<file path="src/rtl/mem_arbiter.sv">
// Purpose : single-port RAM front end shared by instruction fetch and data
//           load/store of a multi-cycle processor.
// Latency : read 3 cycles from request to ivalid/dvalid; write 2 cycles from
//           accept until Run returns high.
// Backpressure: Run is held low while an access is in flight. Requests seen
//           outside an arbitration cycle are ignored, not queued. The
//           processor keeps a request asserted until it is served.
//
// Ports:
//   Clock, Resetn      clock; asynchronous active-high reset (historical name)
//   fetch_req, pc      instruction fetch request and word address
//   ld_req, addtomem   data load request and address (low ADDR_W bits used)
//   datatomem, WriteEn store data and store strobe (only WriteEn[0] matters)
//   DIN, ivalid        last fetched instruction word and its 1-cycle update pulse
//   memin, dvalid      last loaded data word and its 1-cycle update pulse
//   Run                processor enable, low while an access is pending
//   ram_addr/ram_wdata/ram_we/ram_rdata   synchronous single-port RAM
//                      (read data valid one cycle after the address)
//
// Optional feature macro: MEM_ARB_PREFETCH_EN. When defined, a one-entry
// instruction prefetch buffer is added. After a fetch completes, the buffer
// holds the next sequential word so that a following fetch of that word
// completes without dropping Run.
module mem_arbiter #(
  parameter int ADDR_W = 6,
  parameter int DATA_W = 16
) (
  input  logic              Clock,
  input  logic              Resetn,
  input  logic              fetch_req,
  input  logic [5:0]        pc,
  input  logic              ld_req,
  input  logic [DATA_W-1:0] addtomem,
  input  logic [DATA_W-1:0] datatomem,
  input  logic [15:0]       WriteEn,
  output logic [DATA_W-1:0] DIN,
  output logic [DATA_W-1:0] memin,
  output logic              ivalid,
  output logic              dvalid,
  output logic              Run,
  output logic [ADDR_W-1:0] ram_addr,
  output logic [DATA_W-1:0] ram_wdata,
  output logic              ram_we,
  input  logic [DATA_W-1:0] ram_rdata
);

  typedef enum logic [1:0] {IDLE, WRITE, RD_ADDR, RD_DATA} state_t;
  // K_PREF marks a speculative instruction read. It is used only when the
  // prefetch buffer is built in.
  typedef enum logic [1:0] {K_INSTR, K_DATA, K_PREF} kind_t;

  state_t state;
  kind_t  kind;

  // Word addresses: pc and addtomem are zero-extended or truncated to ADDR_W.
  logic [ADDR_W-1:0] pc_a;
  logic [ADDR_W-1:0] ld_a;
  assign pc_a = ADDR_W'(pc);
  assign ld_a = ADDR_W'(addtomem);

  // The upper strobe bits carry no meaning. The address high bits are
  // dropped by the truncation above.
  logic unused_bits;
  assign unused_bits = ^{WriteEn[15:1], addtomem};

`ifdef MEM_ARB_PREFETCH_EN
  logic [ADDR_W-1:0] pf_addr;   // address held (or being filled) by the buffer
  logic [DATA_W-1:0] pf_data;
  logic              pf_valid;
  logic              pf_trig;   // a fetch finished; prefetch pf_next when free
  logic [ADDR_W-1:0] pf_next;
  logic              pf_hit;
  logic              acc_hit;
  logic              acc_pf;
  logic [DATA_W-1:0] hit_data;
`endif

  // Arbitration decision for this cycle. Priority is write, then load, then
  // fetch. Losing requests are simply not accepted.
  logic arb_en;
  logic acc_wr;
  logic acc_ld;
  logic acc_fe;

  always_comb begin
    arb_en = (state == IDLE);
`ifdef MEM_ARB_PREFETCH_EN
    // The last cycle of a speculative read also arbitrates. A real request
    // that arrives during a prefetch therefore waits at most one cycle.
    if (state == RD_DATA && kind == K_PREF) arb_en = 1'b1;
`endif
    acc_wr = arb_en && WriteEn[0];
    acc_ld = arb_en && !WriteEn[0] && ld_req;
    acc_fe = arb_en && !WriteEn[0] && !ld_req && fetch_req;
`ifdef MEM_ARB_PREFETCH_EN
    // In IDLE the hit comes from the buffer. At the end of a speculative
    // read, the word is still on ram_rdata and is forwarded directly.
    if (state == IDLE) begin
      pf_hit   = pf_valid && (pc_a == pf_addr);
      hit_data = pf_data;
    end else begin
      pf_hit   = (pc_a == pf_addr);
      hit_data = ram_rdata;
    end
    acc_hit = acc_fe && pf_hit;
    acc_fe  = acc_fe && !pf_hit;
    acc_pf  = arb_en && !WriteEn[0] && !ld_req && !fetch_req && pf_trig;
`endif
  end

  always_ff @(posedge Clock or posedge Resetn) begin
    if (Resetn) begin
      state     <= IDLE;
      kind      <= K_INSTR;
      DIN       <= '0;
      memin     <= '0;
      ivalid    <= 1'b0;
      dvalid    <= 1'b0;
      Run       <= 1'b1;
      ram_addr  <= '0;
      ram_wdata <= '0;
      ram_we    <= 1'b0;
`ifdef MEM_ARB_PREFETCH_EN
      pf_addr   <= '0;
      pf_data   <= '0;
      pf_valid  <= 1'b0;
      pf_trig   <= 1'b0;
      pf_next   <= '0;
`endif
    end else begin
      ivalid <= 1'b0;
      dvalid <= 1'b0;
      ram_we <= 1'b0;

      case (state)
        WRITE: begin
          state <= IDLE;
          Run   <= 1'b1;
        end
        RD_ADDR: begin
          state <= RD_DATA;
        end
        RD_DATA: begin
          case (kind)
            K_INSTR: begin
              DIN    <= ram_rdata;
              ivalid <= 1'b1;
`ifdef MEM_ARB_PREFETCH_EN
              // ram_addr still holds the fetched address. The increment wraps
              // naturally, so the word after the last address is address 0.
              pf_trig <= 1'b1;
              pf_next <= ram_addr + ADDR_W'(1);
`endif
            end
            K_DATA: begin
              memin  <= ram_rdata;
              dvalid <= 1'b1;
            end
            default: begin
`ifdef MEM_ARB_PREFETCH_EN
              // Set here, then cleared below if a write to pf_addr or a
              // forwarded hit occurs in this same cycle.
              pf_data  <= ram_rdata;
              pf_valid <= 1'b1;
`endif
            end
          endcase
          state <= IDLE;
          Run   <= 1'b1;
        end
        default: begin
        end
      endcase

      // Acceptance comes after the per-state updates. Its assignments take
      // precedence when the RD_DATA cycle of a prefetch also arbitrates.
      if (acc_wr) begin
        state     <= WRITE;
        ram_we    <= 1'b1;
        ram_addr  <= ld_a;
        ram_wdata <= datatomem;
        Run       <= 1'b0;
`ifdef MEM_ARB_PREFETCH_EN
        if (ld_a == pf_addr) pf_valid <= 1'b0;
`endif
      end else if (acc_ld) begin
        state    <= RD_ADDR;
        kind     <= K_DATA;
        ram_addr <= ld_a;
        Run      <= 1'b0;
      end else if (acc_fe) begin
        state    <= RD_ADDR;
        kind     <= K_INSTR;
        ram_addr <= pc_a;
        Run      <= 1'b0;
      end
`ifdef MEM_ARB_PREFETCH_EN
      else if (acc_hit) begin
        // Served without touching the RAM. Consume the entry and queue the
        // next sequential prefetch.
        DIN      <= hit_data;
        ivalid   <= 1'b1;
        pf_valid <= 1'b0;
        pf_trig  <= 1'b1;
        pf_next  <= pc_a + ADDR_W'(1);
      end else if (acc_pf) begin
        // A speculative read keeps Run high. The processor is never stalled
        // by it.
        state    <= RD_ADDR;
        kind     <= K_PREF;
        ram_addr <= pf_next;
        pf_addr  <= pf_next;
        pf_valid <= 1'b0;
        pf_trig  <= 1'b0;
      end
`endif
    end
  end

endmodule

</file>
<file path="config.mk">
export PLATFORM = sky130hd
export DESIGN_NAME = mem_arbiter
export DESIGN_NICKNAME = d
export VERILOG_FILES = /design/src/rtl/mem_arbiter.sv
export SDC_FILE = /design/constraint.sdc
export NUM_CORES = 1
export LEC_CHECK = 0
export CORE_MARGIN = 2
export CORE_UTILIZATION = 43
export CTS_BUF_LIST = sky130_fd_sc_hd__clkbuf_2
export CTS_CLUSTER_DIAMETER = 200
export CTS_CLUSTER_SIZE = 25
export DETAILED_ROUTE_END_ITERATION = 8
export PLACE_DENSITY_LB_ADDON = 0.08
export SLEW_MARGIN = 20
export SYNTH_ARGS = -nofsm -noshare
export SYNTH_HDL_FRONTEND = slang
export SYNTH_SLANG_ARGS = --single-unit
</file>
<file path="constraint.sdc">
create_clock -name Clock -period 5.27 [get_ports Clock]
set_clock_uncertainty 0.05 [all_clocks]
set_input_delay 1.581 -clock Clock [delete_from_list [all_inputs] [get_ports Clock]]
set_output_delay 1.581 -clock Clock [all_outputs]
set_load 0.005 [all_outputs]
</file>
After elaboration in Yosys (flattened, before gate mapping)
Cells that the tools add are included.
{ "op_classes": {"div": 0, "n_mul": 0, "n_shift": 0, "bitwise": 1, "muxes": 18, "magnitude_cmp": 0, "addsub": 0, "reduce_logical": 17, "eq_ne": 4} }
{ "ops": {"columns": ["cell", "count"], "rows": [
  ["two-way mux 6 bit", 3],
  ["two-way mux 2 bit", 5],
  ["two-way mux 1 bit", 9],
  ["AND reduction 2 bit", 3],
  ["logical AND 1 bit", 5],
  ["nonzero test 5 bit", 1],
  ["== test 2 x 1 -> 1 bit (second input constant)", 2],
  ["== test 2 bit (second input constant)", 2],
  ["logical NOT 2 bit", 2],
  ["one-hot mux 2 bit (2 select lines)", 1],
  ["nonzero test 4 bit", 1],
  ["nonzero test 3 bit", 1],
  ["logical NOT 1 bit", 2],
  ["nonzero test 2 bit", 1],
  ["OR reduction 2 bit", 1],
  ["NOT 1 bit", 1]
]} }
{ "word_totals": {"inputBits": 74, "latchBits": 0, "out_inout_bits": 58, "mem_bits_ro": 0, "ramBits": 0, "mem_count": 0, "ff_bits": 62} }

Logic depth before layout (Yosys ltp)
{ "depth": {"depth_word": 7, "mapped_depth": 6, "depth_no_buf": 3} }

Worst setup path before layout
OpenSTA, ideal clock, no wires.
{ "synth_path": {"path_type": "input -> register", "from": "input port WriteEn[0]", "to": "register ram_addr[0]", "stages": 4, "slack_ns": 2.728, "required_time_ns": 5.096, "setup_time_ns": 0.124, "t_arrival_ns": 2.368, "path_cell_list": "or3b_2 -> clkbuf_1 -> o22ai_1 -> a2bb2oi_1"} }
{ "synth_between": {"elab_chain_len": 5, "word_cells_on_any_way": 9, "classes_between": "mux (2); reduce/logical (7)"} }
{ "synth_rtl": {"columns": ["item", "line_no", "rtl"], "rows": [
  ["start, declared", "35", "input logic [15:0] WriteEn,"],
  ["logical NOT 1 bit", "93, 94", null],
  ["logical AND 1 bit", "93, 94", null],
  ["logical AND 1 bit (on tied branches)", "93, 94", null],
  ["two-way mux 6 bit or logical AND 1 bit (tied branches)", "186, 94", null],
  ["two-way mux 6 bit or nonzero test 3 bit (tied branches)", null, null],
  ["end signal, assigned", "180", "ram_addr <= ld_a;"],
  ["end signal, assigned", "189", "ram_addr <= ld_a;"],
  ["end signal, assigned", "194", "ram_addr <= pc_a;"],
  ["end, declared", "41", "output logic [ADDR_W-1:0] ram_addr,"]
]} }
Parallel ways exist; a longest one is shown, timed or not.
A chain may end at the register's enable or synchronous reset.

Worst setup path after layout
{ "layout_path": {"from": "register Run", "to": "output port Run"} }
{ "layout_lines": {"columns": ["item", "line_no", "rtl"], "rows": [
  ["start, declared", "40", "output logic Run,"],
  ["start signal, assigned", "119", "Run <= 1'b1;"],
  ["start signal, assigned", "138", "Run <= 1'b1;"],
  ["start signal, assigned", "169", "Run <= 1'b1;"]
]} }
No word-level cell between the ends.

==> results.py <==
metrics = {
    "detailed_routing": {
        "viasPerCell": 4.79,
        "antenna_left": 0,
        "drc_errors": 0,
        "drt_iter0_drc": 49,
        "firstDrtPassIters": 3,
        "wl_per_cell_um": 14.4,
        "vias": 1610,
        "postRouteWirelength_um": 4830,
    },
    "die": {
        "dieArea_um2": 6190,
        "dieWidth_um": 78.6,
        "num_rows": 27,
        "start_util_pct": 44.1,
        "io_pins": 132,
        "coreArea_um2": 5440,
        "die_y_um": 78.6,
    },
    "global_route": {
        "grt_pass1_vias": 1676,
        "grt_pass1_wl_um": 8010,
        "overflow": 0,
        "grt_max_degree": 45,
        "grt_usage_pct": 16.9,
        "antenna_found_initial": 0,
    },
    "critical_path": {
        "cp.required_ns": 3.64,
        "crit_path_end_kind": "output port",
        "path_max_fanout": 2,
        "crit_type": "flop to output port",
        "cp_cell_sequence": "clkdlybuf4s50_1",
        "max_stage_delay_ns": 0.56,
        "critical_path.top_delay_family": "flip-flops",
        "crit_path_start_kind": "flop",
        "cp_num_buf_inv": 1,
        "arrival_ns": 1.50,
        "slowest_stage": "dfstp_2",
    },
    "min_path": {
        "hold_path.class": "flop to flop",
    },
    "sta": {
        "tns_ns": 0,
        "hold_viol_final": 0,
        "setup_violations": 0,
        "tightestPinTransition_ns": 0.889,
        "drv_slew": 0,
        "rsz0062_at_grt": "false",
        "timing.hold.ws_ns": 0.470,
        "fin_crit_sh_pct": 59.5,
        "relSlewSlack_pct": 40.7,
        "period_minus_slack_ns": 3.14,
        "clock.fmax_mhz": 319,
    },
    "synth": {
        "synth-seq-cells": 61,
        "yosysWarnings": 0,
        "ys_seq_area_share_pct": 63.8,
        "postSynthCellCount": 149,
        "syn_area_per_cell_um2": 16.1,
        "synth_area_um2": 2400,
        "syn_nets": 223,
        "ys_types": 24,
    },
    "cts": {
        "post_cts_resized": 0,
        "numCtsBuffers": 9,
        "worstSkewPairLatency_ns": 0.43,
        "cts_sinks": 61,
        "cts_setup_buffers": 0,
        "cts_tree": "yes",
        "root_buffer": "clkbuf_2",
        "cts_hold_buf": 0,
        "path_clk_slew_ns": 0.16,
        "clockBufferDepth": 2,
        "htree_num_levels": 3,
    },
    "power": {
        "power_uw": 2030,
        "vdd_drop_max_uv": 275,
        "p_leak_uw": 0.00153,
        "pwr_density_cell_nw_per_um2": 566,
    },
    "run": {
        "cap_viol_max_count": 0,
    },
    "layout": {
        "synthToLayoutAreaGrowth_pct": 49.6,
        "nNetsFinal": 334,
        "num-fill-cells": 431,
        "antenna_cells": 0,
        "drive_gt1_share_pct": 26.1,
        "fin_util_pct": 65.9,
    },
    "place": {
        "dp_hpwl_um": 3430,
        "io_buffers": 106,
        "place_congestion": 0.668,
    },
    "run_status": {
        "status": "completed",
    },
}
power by group:
group | switching [uW] | leakage, uW | internal (uW)
registers | 139 | 0.000713 | 702
clock network | 152 | 0.0000671 | 111
logic | 264 | 0.000750 | 660
flip-flops by register name, indices dropped and copies added, names as in the netlist:
register	flops
DIN	16
ram_wdata	16
ram_addr	6
dvalid	1
kind	1
ivalid	1
Run	1
state	2
ram_we	1
memin	16
metrics by stage:
step                std cells  area (um2)  setup slack (ns)
floorplan                 149        2400              2.13
global placement          321        3490              2.10
detailed placement        321        3490              2.09
CTS                       336        3580              2.08
global route              336        3580              2.05
finish                    336        3580              2.13
final timing paths:
path,startpoint,endpoint,slack [ns],cells past startpoint
setup / recovery,Run$_DFFE_PP1P_,Run,2.13,1
hold / removal,Run$_DFFE_PP1P_,Run$_DFFE_PP1P_,0.47,2
setup reg to reg,state[0]$_DFFE_PP0P_,memin[2]$_DFFE_PP0P_,3.57,2
hold reg to reg,Run$_DFFE_PP1P_,Run$_DFFE_PP1P_,0.47,2
max in group asynchronous,Resetn,DIN[11]$_DFFE_PP0P_,2.79,3
min in group asynchronous,Resetn,DIN[15]$_DFFE_PP0P_,1.59,2
worst reg2reg max path, stage by stage (launching register included):
cell,delay [ns]
dfrtp_1,0.62
nand3_2,0.49
mux2_2,0.44
per-layer routing:
layer  share of wire, %  track usage [%]  up-vias
met2                 46             25.7       61
met4                1.3             7.89        0
met1                 45             22.6      785
met5                  0                0        -
met3                7.0             4.48        7
li1                   -                -      757
cell usage in the layout, fill, tap and decap left out, types with 2 or more instances in the layout:
cell / count
nor2_1: 3
clkbuf_2: 12
mux2_4: 9
inv_1: 3
dfrtp_1: 60
o22ai_1: 6
nor3_1: 3
clkdlybuf4s50_1: 106
mux2_2: 39
clkinv_1: 2
a2bb2oi_1: 6
cell usage after synthesis, drive strengths merged:
master,count,area share [%]
dfrtp,60,63
clkbuf,1,0.16
nand3b,1,0.47
nor3,3,0.63
o21bai,1,0.31
and2,1,0.37
nand2b,1,0.26
a2bb2oi,6,2.2
o22ai,6,1.6
nand2,1,0.16
nor2,4,1.3
inv,4,0.63
a21oi,1,0.21
buf,6,2.7
dfstp,1,1.1
a22o,1,0.37
or3b,1,0.37
mux2,48,24
nand3,1,0.42
o21ai,1,0.21
cells by family after synthesis:
| logic type | after synthesis | synth area share [%] |
|---|---|---|
| AOI/OAI and AO/OA | 16 | 4.86 |
| buffers and inverters | 11 | 3.45 |
| DFF | 61 | 63.8 |
| muxes | 48 | 24.0 |
| and+or+nand+nor | 13 | 3.97 |
cell type report:
cell class	instances	area [um2]	share of cell area (%)
multi-input cells	77	786	21.9
inverters	4	15.0	0.419
well taps	72	90.1	2.51
flip-flops and latches	61	1530	42.6
repair buffers	107	1070	29.8
clock buffers	12	60.1	1.68
clock inverters	3	37.5	1.05
No activity file was read; power rests on OpenSTA's default activity.
==> edit: new RTL, same settings <==
Re-encode `kind_t` (3 values) as one-hot, 3 bits wide.
--- a/src/rtl/mem_arbiter.sv
+++ b/src/rtl/mem_arbiter.sv
@@ -48,5 +48,5 @@
   // K_PREF marks a speculative instruction read. It is used only when the
   // prefetch buffer is built in.
-  typedef enum logic [1:0] {K_INSTR, K_DATA, K_PREF} kind_t;
+  typedef enum logic [2:0] {K_INSTR = 3'b001, K_DATA = 3'b010, K_PREF = 3'b100} kind_t;
 
   state_t state;
Check against the original RTL: no difference found for any inputs over 10 cycles, from zero or initial values and one cycle with Resetn high; not proved beyond that.
==> edit against the unedited design <==
- routed wire length grew 3.1%
- largest power group unchanged
- power rose by 0.60%
- setup slack lost 0.0066 ns
- register-to-register slack better by 0.02 ns
- global-route usage increased by 0.12 points
- utilization up 0.26 points
- final area grew 1.6%
- synthesized area rose by 2.2%
- sequential power up 2%
- clock power is 3% higher
- highest routed layer unchanged
- final cell count rose by 1.2%
- critical path type unchanged
- sequential cell count up 1
==> edit: results (changes against the unedited design) <==
* Peak supply drop: 0.331 mV (+20%)
- Layout Nets: 337 (+0.90%)
- Maximum number of pins on one net before global-route repair: 44 (-2.2%)
- Overall fraction of global-route tracks in use: 17.0% (+0.12 points)
* Fraction of layout instances using a drive strength above 1: 26.1% (about the same)
* Via count: 1640 (+1.9%)
- Main area contributors after synthesis: sky130_fd_sc_hd__dfrtp_1 (61%), sky130_fd_sc_hd__mux2_2 (18%), sky130_fd_sc_hd__mux2_4 (5.5%)
- The violation count after the first detailed-route iteration is 77 (+57%).
- The number of library cell types mapped by synthesis was 23 (-4.2%).
- Synthesized net count: 226 (+1.3%)
- The static leakage power was 1.57 nW (+2.7%).
- Primary flip-flop cell chosen by synthesis mapping: sky130_fd_sc_hd__dfrtp_1
- Global-route wire length before repair: 8110 um (+1.3%)
- The total standard cell area after synthesis is 0.00245 mm^2 (+2.2%).
* Number of global-route vias before repair: 1674 (-0.12%)
- RR Endpoint: ram_wdata[8]
- The worst register-to-register path begins at state[1].
- The half-perimeter wire length after placement was 3560 um (+3.9%).
- Run status: completed
* Clock-pin slew on the worst setup and hold paths: 0.17 ns
- The filler cell count in the final layout was 404 (-6.3%).
- Count of TritonRoute iterations in the first routing pass: 4 (+1)
* Transition at the pin with the smallest max-transition slack: 0.847 ns (-0.0419 ns)
* Clock latency reported for the late side of the worst-skew pair: 0.46 ns (+0.03 ns)
- Sequential element share of the synthesized area: 63.4% (-0.33 points)
- The pre-CTS setup slack came to 2.07 ns (-0.0237 ns).
- The setup slack on the worst flop-to-flop path came to 3.59 ns (+0.02 ns).
edit: changes by cell type after synthesis:
| cell | before | now |
|---|---|---|
| sky130_fd_sc_hd__or3b_1 | 0 | 1 |
| sky130_fd_sc_hd__nand3_2 | 1 | 0 |
| sky130_fd_sc_hd__nor2_8 | 1 | 0 |
| sky130_fd_sc_hd__a21oi_1 | 1 | 3 |
| sky130_fd_sc_hd__nand4b_4 | 0 | 2 |
| sky130_fd_sc_hd__dfstp_2 | 1 | 2 |
| sky130_fd_sc_hd__or3b_2 | 1 | 0 |
| sky130_fd_sc_hd__nand3b_2 | 1 | 0 |
| sky130_fd_sc_hd__nor2_4 | 0 | 1 |
edit: kinds of logic after synthesis:
logic type	after synthesis	synth area share, %
compound gates	18	5.16
buf+inv	11	3.37
flops	62	63.4
mux	48	23.4
simple gates	13	4.60
edit: metal layers:
layer	global-route usage, %	wire length (um)	vias up
li1	-	-	773
met1	21.0	2120	798
met2	27.1	2380	59
met3	5.09	377	10
met4	8.79	103	0
met5	0	0	-
edit: metrics by stage:
step	std cells	cell area, um^2	hold slack, ns
2_1_floorplan	152	2450	0.421
3_3_place_gp	324	3540	0.434
3_5_place_dp	324	3540	0.429
4_1_cts	340	3640	0.455
5_1_grt	340	3640	0.467
6_report	340	3640	0.452
edit: cell type report:
type / count / area share, %
clock buffers: 10 / 1.37
clock inverters: 6 / 1.44
inverters: 4 / 0.412
multi-input cells: 79 / 22.3
flip-flops and latches: 62 / 42.7
well taps: 72 / 2.47
repair buffers: 107 / 29.3
edit: power by group through the flow:
stage | Sequential, mW | Clock [mW] | Combinational [mW]
floorplan | 0.861 | 0 | 0.412
global placement | 0.862 | 0 | 0.914
detailed placement | 0.870 | 0 | 0.924
CTS | 0.857 | 0.278 | 0.931
global route | 0.885 | 0.301 | 0.983
finish | 0.856 | 0.270 | 0.913
edit: worst max path at each step:
| stage | from | end | slack, ns | cells past startpoint |
|---|---|---|---|---|
| floorplan | Resetn | DIN[0] | 2.10 | 1 |
| global placement | WriteEn[0] | ram_addr[3] | 2.10 | 4 |
| detailed placement | WriteEn[0] | ram_addr[5] | 2.07 | 4 |
| CTS | Run | Run | 2.09 | 1 |
| global route | Run | Run | 2.08 | 1 |
| finish | Run | Run | 2.13 | 1 |
edit: worst register-to-register path, stage by stage, from the launching register on:
cell and delay (ns):
sky130_fd_sc_hd__dfrtp_1 0.56, sky130_fd_sc_hd__nor2_4 0.25, sky130_fd_sc_hd__and2_4 0.35, sky130_fd_sc_hd__mux2_2 0.38
